[config.mk]
export PLATFORM = sky130hd
export DESIGN_NAME = mips_cpu_delay_slot_seq
export DESIGN_NICKNAME = d
export VERILOG_FILES = /design/src/rtl/mips_cpu_pkg.sv /design/src/rtl/mips_cpu_delay_slot_seq.sv
export SDC_FILE = /design/constraint.sdc
export NUM_CORES = 1
export LEC_CHECK = 0
export ABC_AREA = 0
export CAP_MARGIN = 20
export CORE_MARGIN = 4
export CORE_UTILIZATION = 48
export DETAILED_ROUTE_END_ITERATION = 6
export GPL_TIMING_DRIVEN = 0
export PLACE_DENSITY = 0.82
export SLEW_MARGIN = 20
export SYNTH_ARGS = -nofsm -noshare
export SYNTH_HDL_FRONTEND = slang
export SYNTH_SLANG_ARGS = --single-unit
[constraint.sdc]
create_clock -name clk -period 2.9 [get_ports clk]
set_clock_uncertainty 0.1 [all_clocks]
set_input_delay 0.58 -clock clk [delete_from_list [all_inputs] [get_ports clk]]
set_output_delay 0.58 -clock clk [all_outputs]
set_load 0.01 [all_outputs]
[src/rtl/mips_cpu_pkg.sv]
// Shared types and constants for the MIPS multicycle CPU PC sequencing logic.
package mips_cpu_pkg;

    typedef enum logic [1:0] {
        SEQ    = 2'd0,
        DELAY  = 2'd1,
        HALTED = 2'd2
    } seq_state_t;

    localparam logic [31:0] MIPS_RESET_VECTOR = 32'hBFC00000;
    localparam logic [31:0] MIPS_HALT_ADDR    = 32'h00000000;
    localparam logic [31:0] INSTR_BYTES       = 32'd4;

endpackage

[src/rtl/mips_cpu_delay_slot_seq.sv]
// PC sequencer that retires exactly one delay-slot instruction before redirecting to a latched target.
// Optional macro MIPS_CPU_DELAY_SLOT_CHECK_EN flags branches/jumps found inside a delay slot.
module mips_cpu_delay_slot_seq
    import mips_cpu_pkg::*;
#(
    parameter logic [31:0] RESET_VECTOR = MIPS_RESET_VECTOR,
    parameter logic [31:0] HALT_ADDR    = MIPS_HALT_ADDR
) (
    input  logic        clk,
    input  logic        reset,
    input  logic        instr_done,
    input  logic        branch_taken,
    input  logic [31:0] branch_target,
    input  logic        jump,
    input  logic [31:0] jump_target,
    output logic [31:0] pc_out,
    output logic        delay_active,
    output logic        redirect,
    output logic        active,
    output logic        err_slot_branch
);

    seq_state_t  state_reg, state_next;
    logic [31:0] pc_reg, pc_next;
    logic [31:0] tgt_reg, tgt_next;
    logic        redirect_reg, redirect_next;
    logic        delay_active_reg;
    logic        active_reg;

    always_comb begin
        state_next    = state_reg;
        pc_next       = pc_reg;
        tgt_next      = tgt_reg;
        redirect_next = 1'b0;
        case (state_reg)
            SEQ: begin
                if (instr_done) begin
                    pc_next = pc_reg + INSTR_BYTES;
                    // Jump outranks a simultaneous taken branch.
                    if (jump) begin
                        tgt_next   = jump_target;
                        state_next = DELAY;
                    end else if (branch_taken) begin
                        tgt_next   = branch_target;
                        state_next = DELAY;
                    end
                end
            end
            DELAY: begin
                // Requests from the slot instruction itself are dropped; the latched target wins.
                if (instr_done) begin
                    pc_next       = tgt_reg;
                    redirect_next = 1'b1;
                    state_next    = (tgt_reg == HALT_ADDR) ? HALTED : SEQ;
                end
            end
            HALTED: begin
            end
            default: begin
                state_next = SEQ;
            end
        endcase
    end

    always_ff @(posedge clk) begin
        if (reset) begin
            state_reg        <= SEQ;
            pc_reg           <= RESET_VECTOR;
            tgt_reg          <= 32'h0;
            redirect_reg     <= 1'b0;
            delay_active_reg <= 1'b0;
            active_reg       <= 1'b1;
        end else begin
            state_reg        <= state_next;
            pc_reg           <= pc_next;
            tgt_reg          <= tgt_next;
            redirect_reg     <= redirect_next;
            delay_active_reg <= (state_next == DELAY);
            active_reg       <= (state_next != HALTED);
        end
    end

    assign pc_out       = pc_reg;
    assign delay_active = delay_active_reg;
    assign redirect     = redirect_reg;
    assign active       = active_reg;

`ifdef MIPS_CPU_DELAY_SLOT_CHECK_EN
    logic slot_branch;
    logic err_pulse_reg;
    logic err_sticky_reg;

    assign slot_branch = (state_reg == DELAY) && instr_done && (jump || branch_taken);

    always_ff @(posedge clk) begin
        if (reset) begin
            err_pulse_reg  <= 1'b0;
            err_sticky_reg <= 1'b0;
        end else begin
            err_pulse_reg  <= slot_branch;
            err_sticky_reg <= err_sticky_reg | slot_branch;
        end
    end

    always_ff @(posedge clk) begin
        if (!reset) begin
            assert (!slot_branch)
                else $error("branch or jump inside delay slot at pc %08h", pc_reg);
        end
    end

    assign err_slot_branch = err_pulse_reg;
`else
    assign err_slot_branch = 1'b0;
`endif

endmodule
* Word level (Yosys, flattened, before mapping) *
Cells that the tools add are included.

word-level totals
  output and inout port bits = 36
  register bits = 69
  bits of input ports = 69
  memory bits (read-only) = 0
  memories = 0
  latch bits = 0
  logic and storage cells = 33
  bits in writable memories = 0

operators by class
  multiply operators = 0
  equal/unequal tests = 6
  order comparisons = 0
  divide/modulo/power cells = 0
  multiplexer cells = 12
  reduce and logical (&&, ||, !) cells = 7
  $add $sub $neg = 1
  shifts and indexed selects = 0
  bitwise gates (word level) = 1

operators by type and width
  kind                   number
  $mux 32                4
  $pmux 32 s2            1
  $add 32x3->32 const B  1
  $logic_not 32->1       1
  $mux 2                 5
  $ne 2x2->1 const B     3
  $pmux 2 s3             1
  $reduce_and 3->1       2
  $eq 2x1->1 const B     2
  $reduce_bool 2->1      2
  $eq 2x2->1 const B     1
  $logic_not 2->1        1
  $reduce_or 2->1        1
  $mux 1                 1
  $not 1->1              1

* Longest topological paths before layout *
  word-level depth = 5
  gate-level depth with buffers = 8
  depth with buffers taken out = 6

* Least setup slack after synthesis *
OpenSTA, ideal clock, no wires.

  path kind = flip-flop to flip-flop
  start point = reg pc_reg[2], in the netlist pc_out[2]
  end point = reg pc_reg[30], in the netlist pc_out[30]
  data required time = 2.709 ns
  arrival = 1.922 ns
  setup time = 0.091 ns
  buffers on the path = 0
  cell stages (with the launch flop) = 7
  clock period less this slack = 2.113 ns
  setup slack = 0.787 ns
  path through = dfxtp_1 > ha_1 > nand3_2 > or4_1 > nor4_2 > nor3_1 > a311oi_1

on the way
  word-level cells in the longest chain between the ends = 3

ends and longest elaborated chain
  what                    RTL line                       RTL
  from (decl)             mips_cpu_delay_slot_seq.sv:24  logic [31:0] pc_reg, pc_next;
  from (signal assigned)  mips_cpu_delay_slot_seq.sv:75  pc_reg <= pc_next;
  $add 32x3->32           mips_cpu_delay_slot_seq.sv:38  pc_next = pc_reg + INSTR_BYTES;
  $mux 32                 mips_cpu_delay_slot_seq.sv:37  if (instr_done) begin
  $pmux 32 s2             mips_cpu_delay_slot_seq.sv:35  case (state_reg)

Every way passes these cells. The select of a mux whose other input is x is not followed.
A chain may end at the register's enable or synchronous reset.

* Final worst setup path *
  start point = in instr_done
  end point = reg tgt_reg[23]

on the way
  word-level cells in the longest chain between the ends = 1

ends and longest elaborated chain
  what                               RTL line                       RTL
  from (decl)                        mips_cpu_delay_slot_seq.sv:11  input logic instr_done,
  $reduce_and 3->1 (no source line)  -
  to (signal assigned)               mips_cpu_delay_slot_seq.sv:76  tgt_reg <= tgt_next;
  to (decl)                          mips_cpu_delay_slot_seq.sv:25  logic [31:0] tgt_reg, tgt_next;

Every way passes these cells.

==> results.md <==
* Root buffer cell: clkbuf_8
* Setup_tns at 0 ps
* Starting Density at between 40% and 50%
* Worst Tran Pin Value at 808 ps
* Hold depth at 2
* Num CTS Buffers at 9
* Pre-CTS WS at 23.2 ps
* Psw at 0.709 mW
* Synth Cell Area at 3560 µm²
* Mapped Avg Cell Area at a little over 8 µm²
* Crit-path most repeated cell: nor2_1
* Number of enable flip-flop cells after synthesis at 0
* Worst r2r dst: pc_out[19]
* Fmax at 388 MHz
* Worst Path Max Fanout at 10
* Crit path launch type: primary input
* Setup WS post-layout at 320 ps
* Tightest Hold Check Type: reg2reg
* Worst path cell trace: clkdlybuf4s50_1 -> nor2b_1 -> nand2_1 -> nor2_1 -> clkbuf_1 -> buf_1 -> nor2_1 -> a211oi_1
* Cts repair resizes at 0
* Post-synth ARST share at 0%
* Global route overflow at 0
* Sequential share of power at roughly 43%
* Run status: finished, violations left
* Register area share after synthesis at between 30% and 40%
* Die Span Y at roughly 94 µm
* Worst hold endpoint: pc_out[0]
* Initial drt markers at 417
* Tot GR Track Use at 26.4%
* Max-cap violations at 0
* PwrDens at ~510 nW/µm²
* DRC viols at 1
* DR vias at 3892
* # rows at 31
* Clock transition at path regs at 80 ps
* GPL Wtd Cong at a little under 1
* Clock Sinks at 69
* DIE AREA at 8870 µm²
* Sw frac at 27.8%
* Unrepaired setup endpoints after global routing: false
* Maximum buffer depth of the clock tree at 2
* CP arrival at about 2700 ps
* FF+latch area at 1380 µm²
* Warnings, synthesis at 0
* Cell depth of the worst flop-to-flop path at 5
* Final ANT Viol Nets at 0
* Cell variety after synth at 53
* Synth Register Bits at 69
* WP data required at 3060 ps
* Share of post-route cells with drive strength above 1 at 5.12%
* CTS tree: done
* Setup Fix Bufs, Post-CTS at 0
* Via density at roughly 6.0
* WL final at approximately 12 mm
* Pins Over Slew Limit at 0
* Origin of the critical flop-to-flop path: pc_out[4]
* Chip width at 94.2 µm
* First-pass GRT wire length at 18.3 mm
* Endpoints failing setup at 0
* Clock Power Share at 38.0%
* Most frequent cells in the layout: clkdlybuf4s50_1 (102), nor2_1 (72), dfxtp_1 (69), a211oi_1 (41), mux2i_1 (37)
* Io pins at 105
* Area Growth Syn to Fin at 39.0%
* CP endpoint kind: register
* Max stage delay cell, worst path: clkdlybuf4s50_1
* Initial antenna violation count at 0
* IR drop worst, VDD at 262 µV
* Largest net degree at the start of global routing at 14
* Number of global-route vias before repair at between 3000 and 4000
* Critical Path Max Stage Delay at approximately 540 ps
* Tcrit/Tclk final at 89.0%
* Hold_buf cts at 0
* Ys flop type: dfxtp_1
* Worst slew margin at about 46%
* Lkg Pwr at 1.84 nW
* Internal at 1.84 mW
* Detail Placement HPWL at 8.68 mm
* Filler cells at between 600 and 700
* Worst-Skew Late Latency at 350 ps
* Critical path buffers and inverters at 3
* Hold Path Origin: tgt_reg[0]
* Multi-input combinational cell area at 2030 µm²
* DR WL/cell at 18.1 µm
* ANT cells at 0
* Core box area at 7250 µm²
* Fin. Hold Viols at 0
* Pre-antenna DRT Iters at 7
* Slack of the worst reg-to-reg path at 370 ps
* Crit path max-delay family: buffers and inverters
* Failing checks: DRC
* Mapped Nets at 499
* WS Path Type: in2reg
* Input/output buffers at 102
* Final min period at 2580 ps
* Syn Inst Count at 429
* # H-tree levels at 3
* Comb pwr share at a little under a fifth
* Commonest non-fill, non-tap cell in the layout: clkdlybuf4s50_1
* # nets final at 612
==> worst reg2reg max path, stage by stage (launching register included) <==
cell       delay [ps]
dfxtp_1           460
nand4_1           380
nor4_1            740
nand4_1           200
mux2i_1           150
a2111oi_0         380
==> metal layers <==
layer / share of wire [%] / up-vias / GRT usage [%]
met3: 11 / 23 / 6.89
li1: - / 1837 / -
met2: 47 / 236 / 41.8
met1: 41 / 1796 / 34.8
met4: 1.4 / 0 / 8.54
met5: 0 / - / 0
==> power by group through the flow <==
stage | combinational, mW | clock, mW | sequential (mW)
finish | 0.481 | 0.969 | 1.10
detailed placement | 0.474 | 0 | 1.12
CTS | 0.477 | 0.967 | 1.09
floorplan | 0.247 | 0 | 1.10
global route | 0.522 | 1.01 | 1.11
global placement | 0.463 | 0 | 1.11
==> area by class of cell <==
class                      instances  share of cell area, %
multi-input combinational        320                   40.9
sequential                        69                   27.9
timing repair buffer             102                   20.6
buffer                            33                   2.58
clock buffer                       9                   2.50
tap                               99                   2.50
clock inverter                     7                   2.45
inverter                           7                  0.530
==> cells by family after synthesis <==
kind of cell / count (synthesis) / share of synthesized area [%]
flops: 69 / 38.8
buf+inv: 40 / 4.32
mux: 37 / 10.4
other cells: 1 / 0.105
simple gates: 159 / 22.4
fa+ha+maj: 1 / 0.351
compound gates: 122 / 23.6
==> how the worst max path moves through the flow <==
stage	start	endpoint	slack [ps]	cells after the start
3_3_place_gp	instr_done	tgt_reg[19]	100	8
3_5_place_dp	instr_done	tgt_reg[21]	20	8
6_report	instr_done	tgt_reg[23]	320	8
4_1_cts	instr_done	tgt_reg[23]	330	8
5_1_grt	instr_done	tgt_reg[20]	70	8
2_1_floorplan	pc_out[2]	pc_out[30]	790	6
==> Yosys cell counts (2+ instances only) <==
cell | instances | share of area (%)
mux2i_1 | 37 | 10
and4_1 | 4 | 0.98
nor2_1 | 72 | 7.6
o211ai_1 | 2 | 0.42
o21ai_0 | 18 | 2.5
a31oi_1 | 3 | 0.53
a2bb2oi_1 | 2 | 0.49
buf_1 | 8 | 0.84
nand2b_1 | 3 | 0.53
a211oi_1 | 41 | 8.6
a21oi_1 | 20 | 2.8
nand4_1 | 10 | 1.8
a2111oi_0 | 2 | 0.49
a311oi_1 | 2 | 0.49
or3_1 | 5 | 0.88
o32ai_1 | 2 | 0.49
o31ai_1 | 5 | 1.1
inv_1 | 7 | 0.74
or4_4 | 2 | 0.63
nand3_1 | 10 | 1.4
nand2_1 | 22 | 2.3
and3_1 | 4 | 0.70
a21o_1 | 3 | 0.63
dfxtp_1 | 69 | 39
nor2b_1 | 2 | 0.35
nor4_1 | 10 | 1.8
clkbuf_1 | 24 | 2.5
a31o_2 | 3 | 0.74
o22ai_1 | 3 | 0.53
a21boi_0 | 2 | 0.42
nor3_1 | 8 | 1.1
a22oi_1 | 3 | 0.63
==> through the flow <==
step	utilization [%]	std cells	instance area (µm²)	hold slack [ps]	power (mW)
after detailed placement	64.9	630	4710	381	1.59
final	68.3	646	4950	389	2.55
after CTS	68.3	646	4950	390	2.54
after global placement	64.9	630	4710	373	1.58
after global routing	68.3	646	4950	426	2.64
after floorplan	-	429	3560	357	1.35
Power figures use the tool's default switching activity.
